## config.mk

```make
export PLATFORM = sky130hd
export DESIGN_NAME = clk_div_multi
export DESIGN_NICKNAME = d
export VERILOG_FILES = /design/src/rtl/clk_div_pkg.sv /design/src/rtl/clk_div_chan.sv /design/src/rtl/clk_div_multi.sv
export SDC_FILE = /design/constraint.sdc
export NUM_CORES = 1
export LEC_CHECK = 0
export CORE_ASPECT_RATIO = 1.25
export CORE_MARGIN = 5
export CORE_UTILIZATION = 50
export CTS_CLUSTER_DIAMETER = 30
export DETAILED_ROUTE_END_ITERATION = 6
export PLACE_DENSITY_LB_ADDON = 0.08
export SETUP_SLACK_MARGIN = 0.05
export SYNTH_ARGS = -nofsm -noshare
export SYNTH_HDL_FRONTEND = slang
export SYNTH_SLANG_ARGS = --single-unit
```

## constraint.sdc

```tcl
create_clock -name CLK -period 8 [get_ports CLK]
set_clock_uncertainty 0.05 [all_clocks]
set_input_delay 0.8 -clock CLK [delete_from_list [all_inputs] [get_ports CLK]]
set_output_delay 0.8 -clock CLK [all_outputs]
set_load 0.02 [all_outputs]
```

## src/rtl/clk_div_pkg.sv

```systemverilog
// rtl/clk_div_pkg.sv - shared constants and divisor clamp for the multi-channel clock divider
package clk_div_pkg;

    localparam int DIV_MIN  = 2;
    localparam int CH_IDX_W = 3;

    // Divisors below DIV_MIN would make div_cur-1 underflow or collapse the low phase.
    function automatic logic [31:0] div_clamp(input logic [31:0] x);
        return (x < 32'(DIV_MIN)) ? 32'(DIV_MIN) : x;
    endfunction

endpackage

```

## src/rtl/clk_div_chan.sv

```systemverilog
// rtl/clk_div_chan.sv - one divider channel: counter, active/pending divisor, registered clk_out and tick
module clk_div_chan
    import clk_div_pkg::*;
#(
    parameter int CNT_W       = 16,
    parameter int DEFAULT_DIV = 1000
) (
    input  logic             CLK,
    input  logic             RST_N,
    input  logic             en,
    input  logic             wr_en,
    input  logic [CNT_W-1:0] wr_div,
    output logic             clk_out,
    output logic             tick,
    output logic             pend
);

    localparam logic [CNT_W-1:0] DIV_RST = CNT_W'(DEFAULT_DIV);
    localparam logic [CNT_W-1:0] DIV_ONE = CNT_W'(1);

    logic [CNT_W-1:0] count,    count_nx;
    logic [CNT_W-1:0] div_cur,  div_cur_nx;
    logic [CNT_W-1:0] div_pend, div_pend_nx;
    logic             pend_valid, pend_valid_nx;
    logic             clk_out_nx, tick_nx;
    logic             wrap, apply;

    assign wrap  = en && (count == (div_cur - DIV_ONE));
    // A held divisor lands at a period boundary, or at once while the channel is idle.
    assign apply = pend_valid && (wrap || !en);

    always_comb begin
        count_nx      = count;
        div_cur_nx    = div_cur;
        div_pend_nx   = div_pend;
        pend_valid_nx = pend_valid;

        if (!en || wrap) begin
            count_nx = '0;
        end else begin
            count_nx = count + DIV_ONE;
        end

        if (apply) begin
            div_cur_nx    = div_pend;
            pend_valid_nx = 1'b0;
        end

        // A write in the same cycle as an apply becomes the next pending value.
        if (wr_en) begin
            div_pend_nx   = CNT_W'(div_clamp(32'(wr_div)));
            pend_valid_nx = 1'b1;
        end
    end

    always_comb begin
        clk_out_nx = en && (count >= (div_cur >> 1));
        tick_nx    = wrap;
    end

    always_ff @(posedge CLK or negedge RST_N) begin
        if (!RST_N) begin
            count      <= '0;
            div_cur    <= DIV_RST;
            div_pend   <= '0;
            pend_valid <= 1'b0;
            clk_out    <= 1'b0;
            tick       <= 1'b0;
        end else begin
            count      <= count_nx;
            div_cur    <= div_cur_nx;
            div_pend   <= div_pend_nx;
            pend_valid <= pend_valid_nx;
            clk_out    <= clk_out_nx;
            tick       <= tick_nx;
        end
    end

    assign pend = pend_valid;

endmodule

```

## src/rtl/clk_div_multi.sv

```systemverilog
// rtl/clk_div_multi.sv - NUM_CH independent programmable clock dividers with a shared config write port
module clk_div_multi
    import clk_div_pkg::*;
#(
    parameter int NUM_CH      = 3,
    parameter int CNT_W       = 16,
    parameter int DEFAULT_DIV = 1000
) (
    input  logic                CLK,
    input  logic                RST_N,
    input  logic [NUM_CH-1:0]   en,
    input  logic                cfg_we,
    input  logic [CH_IDX_W-1:0] cfg_ch,
    input  logic [CNT_W-1:0]    cfg_div,
    output logic [NUM_CH-1:0]   clk_out,
    output logic [NUM_CH-1:0]   tick,
    output logic [NUM_CH-1:0]   pend
);

    logic              cfg_ok;
    logic [NUM_CH-1:0] ch_we;

    // Writes to channels that do not exist are dropped here.
    assign cfg_ok = cfg_we && (int'(cfg_ch) < NUM_CH);

    for (genvar i = 0; i < NUM_CH; i++) begin : g_ch
        assign ch_we[i] = cfg_ok && (cfg_ch == CH_IDX_W'(i));

        clk_div_chan #(
            .CNT_W       (CNT_W),
            .DEFAULT_DIV (DEFAULT_DIV)
        ) u_chan (
            .CLK     (CLK),
            .RST_N   (RST_N),
            .en      (en[i]),
            .wr_en   (ch_we[i]),
            .wr_div  (cfg_div),
            .clk_out (clk_out[i]),
            .tick    (tick[i]),
            .pend    (pend[i])
        );
    end

endmodule
```

==> summary.md <==
| Metric | Value |
|---|---|
| Clock Latency Late Sink | around 0.42 ns |
| Mapped Avg Cell Area | 9.84 µm² |
| Commonest non-fill, non-tap cell in the layout | dfrtp_1 |
| Total track usage | 0.208 |
| Top FF cell, synth | dfrtp_1 |
| Worst Max-Slew Pin Slew | ~1.2 ns |
| Pwr Total | 2.96 mW |
| DRC Markers | 0 |
| Row cnt | 55 |
| VDD IR-drop max | 0.000157 V |
| Worst setup margin | 4.06 ns |
| Asr flop ratio synth | 1.00 |
| # nets final | 1010 |
| R2r endpoint | g_ch[0].u_chan.div_cur[1] |
| Avg WL per Cell | 17.4 µm |
| Die Y-Extent | 160 µm |
| HPWL after DPL | approximately 15000 µm |
| ANT cells | 0 |
| Slew Viols, Final | 0 |
| Achievable Freq | 254 MHz |
| Status | complete, no violations |
| CTS Hold Bufs | 0 |
| Antenna violations before repair | 0 |
| Congestion Overflow GR | 0 |
| Seq cells post-synth | 153 |
| CP peak stage delay | 0.86 ns |
| GPL Wtd Cong | 0.887 |
| Post-route cell area | 10100 µm² |
| Final min period | 3.94 ns |
| Final Setup Violations | 0 |
| Synth unique cells | 74 |
| Power Density | 293 nW/µm² |
| Leakage | around 4.6 nW |
| Post-detailed-route count of antenna-violating nets | 0 |
| Slew Limit Headroom | 0.220 |
| RSZ-0062 raised after global routing | false |
| Drt first pass iters | 5 |
| Max cap viols | 0 |
| H-tree lvl count | 4 |
| CTS tree | built |
| Postcts setup bufs | 0 |
| Yosys warnings | 0 |
| Largest net degree at the start of global routing | 86 |
| DR vias/cell | 5.68 |
| Mapped cell area | 9040 µm² |
| Share of layout cells above drive strength 1 | 0.134 |
| Worst-path maximum fanout | 16 |
| Worst path bufs/invs | 1 |
| Root Buffer | clkbuf_16 |
| Critical Path Slowest Stage Cell | o41ai_4 |
| Period utilization | 0.493 |
| Reg2Reg Depth | 9 |
| IO Pins | 34 |
| Kind of critical path | reg -> reg |
| TritonCTS buffer count | 17 |
| Worst EP arrival | 4.19 ns |
| Placed cell area | 9480 µm² |
| Clock Path Buffers | 2 |
| Critical Path End Type | flop |
| Area Overhead vs Synth | 11.8% |
| Sink Count | 153 |
| Hold WC Path Type | in -> async |
| DRT iter0 DRCs | 323 |
| Critical path's top delay family | simple AND/OR/NAND/NOR gates |
| Most frequent cells in the layout | dfrtp_1 (135), nand2_1 (121), inv_1 (61), nor2_1 (61), xnor2_1 (55) |
| Cts repair resizes | 0 |
| Register area share after synthesis | 0.426 |
| Worst reg-to-reg setup slack | 4.06 ns |
| Core Box Area | 18000 µm² |
| Total negative slack | 0 ns |
| Filler cells | 1606 |
| Post-Syn Nets | 995 |
| Number of global-route vias before repair | 6928 |
| Initial Utilization | 0.503 |
| Clock transition at path regs | 0.06 ns |
| Post-place setup slack | approximately 4.0 ns |
| Crit path required time | 8.25 ns |
| Die area | 20900 µm² |
| Routed WL | 20400 µm |
| Die X | 130 µm |
| CP startpoint kind | flop |
| Vias post-DR | 6669 |
| Post-synth EDFFs | 0 |
| First-pass GRT wire length | 35000 µm |
| Post-synthesis instance total | 919 |
| CP Cell Sequence | inv_1 -> ha_1 -> nor3b_1 -> a21boi_0 -> or4_1 -> nor4_1 -> nand4_1 -> o41ai_4 -> mux2_2 |
| FF-to-FF Start | g_ch[0].u_chan.div_cur[0] |
| Port bufs | 33 |
| Final Hold Viols | 0 |
==> cell usage after synthesis (18+ instances only) <==
cell	number	area, µm²
clkbuf_1	24	90.1
dfstp_2	18	473
nor2_1	61	229
xor2_1	51	447
nor3_1	28	140
nand3_1	34	170
xnor2_1	55	482
o21ai_0	23	115
nand4_1	18	113
mux2_2	52	586
inv_1	61	229
dfrtp_1	135	3380
ha_1	51	638
nand2_1	121	454
==> metrics by stage <==
| step | utilization | instances | hold slack (ns) |
|---|---|---|---|
| after floorplan | - | 919 | 0.390 |
| after global routing | 0.563 | 1175 | 0.441 |
| final | 0.563 | 1175 | 0.385 |
| after detailed placement | 0.528 | 1143 | 0.415 |
| after global placement | 0.528 | 1143 | 0.408 |
| after CTS | 0.563 | 1175 | 0.418 |
==> how the worst max path moves through the flow <==
stage / from / end / slack (ns) / cells past startpoint
after CTS: g_ch[0].u_chan.div_cur[0] / g_ch[0].u_chan.div_cur[1] / 4.00 / 9
final: g_ch[0].u_chan.div_cur[0] / g_ch[0].u_chan.div_cur[1] / 4.06 / 9
after global placement: g_ch[0].u_chan.div_cur[0] / g_ch[0].u_chan.div_cur[1] / 4.26 / 9
after floorplan: g_ch[0].u_chan.div_cur[0] / g_ch[0].u_chan.div_cur[10] / 4.72 / 10
after detailed placement: g_ch[0].u_chan.div_cur[0] / g_ch[0].u_chan.div_cur[1] / 4.03 / 9
after global routing: g_ch[0].u_chan.div_cur[0] / g_ch[0].u_chan.count[7] / 3.68 / 9
==> registers in the layout, summed over array words and instances (netlist names) <==
signal and flops:
g_ch.u_chan.count 48, g_ch.u_chan.div_cur 48, g_ch.u_chan.div_pend 48, g_ch.u_chan.clk_out 3, g_ch.u_chan.pend 3, g_ch.u_chan.tick 3
==> worst reg2reg max path, cell delays in order (launching register included) <==
cell	delay, ns
dfrtp_1	0.43
inv_1	0.08
ha_1	0.23
nor3b_1	0.60
a21boi_0	0.20
or4_1	0.42
nor4_1	0.28
nand4_1	0.26
o41ai_4	0.86
mux2_2	0.42
==> power breakdown <==
part           total, mW  switching (mW)  internal, mW
clock network      0.861           0.320         0.541
registers           1.17           0.212         0.957
logic              0.930           0.487         0.443
==> routing by layer <==
metal  part of all wire  GRT usage
met5                  0          0
met1               0.45      0.282
met2               0.49      0.340
met3              0.037     0.0356
met4              0.020     0.0619
==> cells by family after synthesis <==
kind of cell | Yosys count | share of synthesized area
buffers and inverters | 102 | 0.0483
adder cells (fa/ha/maj) | 52 | 0.0717
flip-flops | 153 | 0.426
AND/OR/NAND/NOR | 334 | 0.180
multiplexers | 63 | 0.0819
AO/OA/AOI/OAI | 109 | 0.0895
XOR/XNOR | 106 | 0.103
==> final cells by class <==
class | instances | area (µm²) | share of cell area
repair buffers | 36 | 354 | 0.0350
multi-input cells | 664 | 4760 | 0.471
clock buffers | 22 | 464 | 0.0459
flip-flops and latches | 153 | 3850 | 0.381
well taps | 228 | 285 | 0.0282
inverters | 62 | 233 | 0.0230
clock inverters | 10 | 166 | 0.0165
No activity file was read; power rests on OpenSTA's default activity.
